`src/rtl/flag_gen.sv`:
```
// Condition-code producer: N/Z/V from ALU and multiplier results, with in-flight multiply tracking.
// Optional macro FLAG_BYPASS_EN forwards same-cycle ALU flag writes combinationally to N/Z/V.
module flag_gen #(
  parameter int unsigned WIDTH   = 16,
  parameter int unsigned MUL_LAT = 3
) (
  input  logic             clk,
  input  logic             rst,
  input  logic [WIDTH-1:0] aluA,
  input  logic [WIDTH-1:0] aluB,
  input  logic [WIDTH-1:0] aluResult,
  input  logic [1:0]       opClass,
  input  logic             setFlags,
  input  logic             stall,
  input  logic             flush,
  input  logic             mulStart,
  input  logic [WIDTH-1:0] mulResult,
  input  logic             mulOvfl,
  output logic             N,
  output logic             Z,
  output logic             V,
  output logic             flagsValid
);

  localparam int unsigned CNT_W = (MUL_LAT < 2) ? 1 : $clog2(MUL_LAT + 1);
  localparam int unsigned MSB   = WIDTH - 1;

  localparam logic [1:0] OP_LOGIC = 2'b00;
  localparam logic [1:0] OP_ADD   = 2'b01;
  localparam logic [1:0] OP_SUB   = 2'b10;
  localparam logic [1:0] OP_SHIFT = 2'b11;

  typedef enum logic {
    IDLE     = 1'b0,
    MUL_BUSY = 1'b1
  } state_e;

  state_e             state_q;
  logic [CNT_W-1:0]   cnt_q;
  logic               sup_q;
  logic               n_q;
  logic               z_q;
  logic               v_q;
  logic               valid_q;

  logic               alu_wr;
  logic               alu_n;
  logic               alu_z;
  logic               alu_v;
  logic               alu_v_upd;
  logic               mul_last;
  logic               mul_wr;
  logic               unused_ok;

  // Only the operand sign bits take part in overflow detection.
  assign unused_ok = ^{aluA[MSB-1:0], aluB[MSB-1:0]};

  assign alu_wr = setFlags & ~stall & ~flush;
  assign alu_n  = aluResult[MSB];
  assign alu_z  = (aluResult == '0);

  always_comb begin
    alu_v     = v_q;
    alu_v_upd = 1'b0;
    unique case (opClass)
      OP_ADD: begin
        alu_v     = (aluA[MSB] == aluB[MSB]) & (aluResult[MSB] != aluA[MSB]);
        alu_v_upd = 1'b1;
      end
      OP_SUB: begin
        alu_v     = (aluA[MSB] != aluB[MSB]) & (aluResult[MSB] != aluA[MSB]);
        alu_v_upd = 1'b1;
      end
      OP_LOGIC, OP_SHIFT: begin
        alu_v     = v_q;
        alu_v_upd = 1'b0;
      end
      default: begin
        alu_v     = v_q;
        alu_v_upd = 1'b0;
      end
    endcase
  end

  // A restart or flush on the final cycle kills the old multiply; a same-cycle ALU write wins.
  assign mul_last = (state_q == MUL_BUSY) && (cnt_q == CNT_W'(1));
  assign mul_wr   = mul_last & ~flush & ~mulStart & ~sup_q & ~alu_wr;

  always_ff @(posedge clk) begin
    if (rst) begin
      state_q <= IDLE;
      cnt_q   <= '0;
      sup_q   <= 1'b0;
      n_q     <= 1'b0;
      z_q     <= 1'b0;
      v_q     <= 1'b0;
      valid_q <= 1'b1;
    end else begin
      if (flush) begin
        state_q <= IDLE;
        cnt_q   <= '0;
        valid_q <= 1'b1;
      end else if (mulStart) begin
        state_q <= MUL_BUSY;
        cnt_q   <= CNT_W'(MUL_LAT);
        sup_q   <= 1'b0;
        valid_q <= 1'b0;
      end else begin
        unique case (state_q)
          IDLE: begin
            cnt_q   <= '0;
            valid_q <= 1'b1;
          end
          MUL_BUSY: begin
            if (alu_wr) begin
              sup_q <= 1'b1;
            end
            if (mul_last) begin
              state_q <= IDLE;
              cnt_q   <= '0;
              valid_q <= 1'b1;
            end else begin
              cnt_q   <= cnt_q - CNT_W'(1);
              valid_q <= 1'b0;
            end
          end
          default: begin
            state_q <= IDLE;
            cnt_q   <= '0;
            valid_q <= 1'b1;
          end
        endcase
      end

      if (mul_wr) begin
        n_q <= mulResult[MSB];
        z_q <= (mulResult == '0);
        v_q <= mulOvfl;
      end
      if (alu_wr) begin
        n_q <= alu_n;
        z_q <= alu_z;
        if (alu_v_upd) begin
          v_q <= alu_v;
        end
      end
    end
  end

`ifdef FLAG_BYPASS_EN
  assign N = alu_wr ? alu_n : n_q;
  assign Z = alu_wr ? alu_z : z_q;
  assign V = (alu_wr & alu_v_upd) ? alu_v : v_q;
`else
  assign N = n_q;
  assign Z = z_q;
  assign V = v_q;
`endif

  assign flagsValid = valid_q;

endmodule

```
`config.mk`:
```
export PLATFORM = sky130hd
export DESIGN_NAME = flag_gen
export DESIGN_NICKNAME = d
export VERILOG_FILES = /design/src/rtl/flag_gen.sv
export SDC_FILE = /design/constraint.sdc
export NUM_CORES = 1
export LEC_CHECK = 0
export CAP_MARGIN = 10
export CORE_UTILIZATION = 21
export DETAILED_ROUTE_END_ITERATION = 8
export GPL_TIMING_DRIVEN = 1
export HOLD_SLACK_MARGIN = 0.05
export MAX_ROUTING_LAYER = met4
export PLACE_DENSITY = 0.78
export SYNTH_ARGS = -nofsm -noshare
export SYNTH_HDL_FRONTEND = slang
export SYNTH_SLANG_ARGS = --single-unit
```
`constraint.sdc`:
```
create_clock -name clk -period 1.3 [get_ports clk]
set_input_delay 0.195 -clock clk [delete_from_list [all_inputs] [get_ports clk]]
set_output_delay 0.195 -clock clk [all_outputs]
set_load 0.05 [all_outputs]
```
==> metrics.md <==
| Metric | Value |
|---|---|
| CORE AREA | 2020 um2 |
| PD cells | about 600 nW/um2 |
| Routed WL | 1480 um |
| Final core utilization | 0.556 |
| Via density | 4.59 |
| CP Launch Type | primary input |
| Placed Cells | 136 |
| Slew headroom | 0.843 |
| Hold Path Class | in2reg |
| Mapped Cells | 56 |
| Clk Latency, worst-skew pair | around 0.24 ns |
| WS Path Type | in2reg |
| Total grt overflow | 0 |
| Remaining DRCs | 0 |
| R2R setup slack | 0.11 ns |
| WP data arrival | between 1 and 1.5 ns |
| Multiplexer area fraction after synthesis | 0.0213 |
| Root Driver | clkbuf_4 |
| Die H | between 40 and 50 um |
| First-pass GRT wire length | 2440 um |
| Die ar. | 2430 um2 |
| Area of the multi-input gates | 319 um2 |
| Area after DPL | 1060 um2 |
| Cell Rows | 16 |
| CTS H-tree depth | 1 |
| Synth Area in Adders | 0.0533 |
| Critical Path RT | 1.43 ns |
| Die Wd | 49.3 um |
| Total GRT Usage | 0.135 |
| Status | complete, no violations |
| Ant. Diodes | 0 |
| LEAKAGE | 0.000460 uW |
| Max Slew Vio Count | 0 |
| Simple-gate share of the synthesized area | 0.357 |
| Clock skew | 0.00114 ns |
| Synth cell types | 27 |
| Final Hold Viols | 0 |
| Register area | 160 um2 |
| Non-filler cells, final | 139 |
| Via count | 638 |
| Final instance area | 1120 um2 |
| Port bufs | 46 |
| 1st-iter DRT viols | 8 |
| Sequential-to-total area share from yosys stat | 0.341 |
| Post-route minimum period | around 1.2 ns |
| Syn-to-layout area delta | 140% |
| Largest net degree at the start of global routing | 7 |
| Setup TNS | 0 ns |
| RSZ-0062 raised after global routing | no |
| Initial antenna violation count | 0 |
| Worst Setup SP | opClass[1] |
| Worst ir drop on vdd | 329 uV |
| FMAX | 0.822 GHz |
| Synth warnings | 0 |
| Synth Area in XOR/XNOR | 0.0187 |
| Inserted Clock Buffers | 3 |
| First-pass DRT Iterations | 4 |
| Hold path start | flush |
| Layout cells sized above 1 | 0.223 |
| CTS tree | yes |
| Routed len/inst | between 10 and 15 um |
| Post-Syn Nets | 131 |
| Vias in the first global route | 630 |
| Reg2reg start | cnt_q[0] |
| # clock sinks | 8 |
| Routability-driven placement congestion ratio | 0.721 |
| Worst-path clk slew | 0.06 ns |
| MaxCap Viol Count | 0 |
| IO Pins | 77 |
| Final Cycle Share | 0.936 |
| Final ANT Viol Nets | 0 |
| Compound-Gate Fraction of Synth Area | 0.160 |
| Largest family of logic cells by synthesized area | simple AND/OR/NAND/NOR gates |
| Least-Margin Pin Slew | roughly 0.23 ns |
| Worst-path fanout max | 2 |
| Endpoints failing setup | 0 |
| Yosys reg bits | 8 |
| Fill cell count | 180 |
| Mapped Area | 469 um2 |
| Final nets | 189 |
| Initial Util | 0.232 |
| CTS Hold Bufs | 0 |
| Longest Clk Path Bufs | 2 |
| Hpwl dp | 1300 um |
| Avg Cell Area, Syn | 8.38 um2 |
| Setup crit end kind | register |
==> power by group <==
group / internal [uW] / switching [uW] / leakage (uW)
clock: 105 / 81.3 / 0.0000138
combinational: 159 / 70.5 / 0.000381
sequential: 254 / 6.83 / 0.0000653
==> Yosys cell counts <==
cell | number | area, um2
a211oi_1 | 1 | 7.51
a211oi_2 | 1 | 12.5
a21o_1 | 1 | 7.51
a21oi_1 | 3 | 15.0
a31oi_1 | 1 | 6.26
clkbuf_1 | 1 | 3.75
dfxtp_1 | 8 | 160
ha_1 | 2 | 25.0
inv_1 | 5 | 18.8
mux2i_1 | 1 | 10.0
nand2_1 | 3 | 11.3
nand2b_1 | 1 | 6.26
nand3_1 | 2 | 10.0
nand3b_1 | 1 | 7.51
nand4_1 | 1 | 6.26
nor2_1 | 3 | 11.3
nor2b_1 | 2 | 12.5
nor3_1 | 4 | 20.0
nor3_2 | 1 | 10.0
nor3b_1 | 2 | 15.0
nor3b_2 | 1 | 12.5
nor4_1 | 6 | 37.5
o2111a_2 | 1 | 12.5
o21ai_1 | 1 | 5.00
o2bb2ai_1 | 1 | 8.76
or4_1 | 1 | 7.51
xnor2_1 | 1 | 8.76
==> final timing paths <==
path | cells after the start | endpoint
worst max register to register | 4 | V
worst min register to register | 1 | cnt_q[0]
worst min-delay path | 3 | cnt_q[1]
worst max-delay path | 6 | V
==> area by class of cell <==
type                       count  area share
tap                           27      0.0300
clock buffer                   3      0.0200
timing repair buffer          54       0.507
multi-input combinational     42       0.284
sequential                     8       0.142
inverter                       5      0.0167
==> critical path, cell delays in order <==
cell and delay [ns]:
clkdlybuf4s50_1 0.42, ha_2 0.19, xnor2_2 0.20, nor3b_2 0.07, a211oi_2 0.21, a211oi_2 0.06
==> sequential cells by signal, indices dropped and copies added (netlist names) <==
| name | flops |
|---|---|
| N | 1 |
| V | 1 |
| Z | 1 |
| cnt_q | 2 |
| flagsValid | 1 |
| state_q | 1 |
| sup_q | 1 |
==> routing by layer <==
layer | global-route usage | vias up | share of wire | wire length (um)
met3 | 0.0467 | 0 | 0.099 | 146
met2 | 0.226 | 40 | 0.48 | 706
li1 | - | 322 | - | -
met4 | 0.0294 | 0 | 0 | 0
met1 | 0.153 | 276 | 0.42 | 623
met5 | - | - | 0 | 0
==> cell families after synthesis <==
family	after synthesis
and+or+nand+nor	28
AOI/OAI and AO/OA	10
adders and majority gates	2
muxes	1
DFF	8
buffers and inverters	6
xor gates and xnor gates	1
==> cell usage in the layout (no fill, tap or decap), types with 3 or more instances in the layout <==
master,n
inv_1,5
buf_4,8
a21oi_1,3
clkdlybuf4s50_1,38
clkbuf_4,3
nor2_1,3
dlymetal6s2s_1,4
nor4_1,4
nor3_1,4
nand2_1,3
buf_12,4
dfxtp_1,8
==> metrics by stage <==
stage	hold slack [ns]	total power (uW)	setup WS (ns)
3_5_place_dp	0.442	490	-0.332
2_1_floorplan	0.274	316	0.170
6_report	0.353	677	0.0829
3_3_place_gp	0.431	484	-0.302
4_1_cts	0.450	687	0.00762
5_1_grt	0.368	712	0.00478
==> repair_timing <==
action / in CTS / in global routing
pin swaps: 5 / 7
setup buffers: 0 / 0
endpoints found under the setup margin: 2 / 3
gates resized for setup: 5 / 5
(Power assumes the default switching activity.)
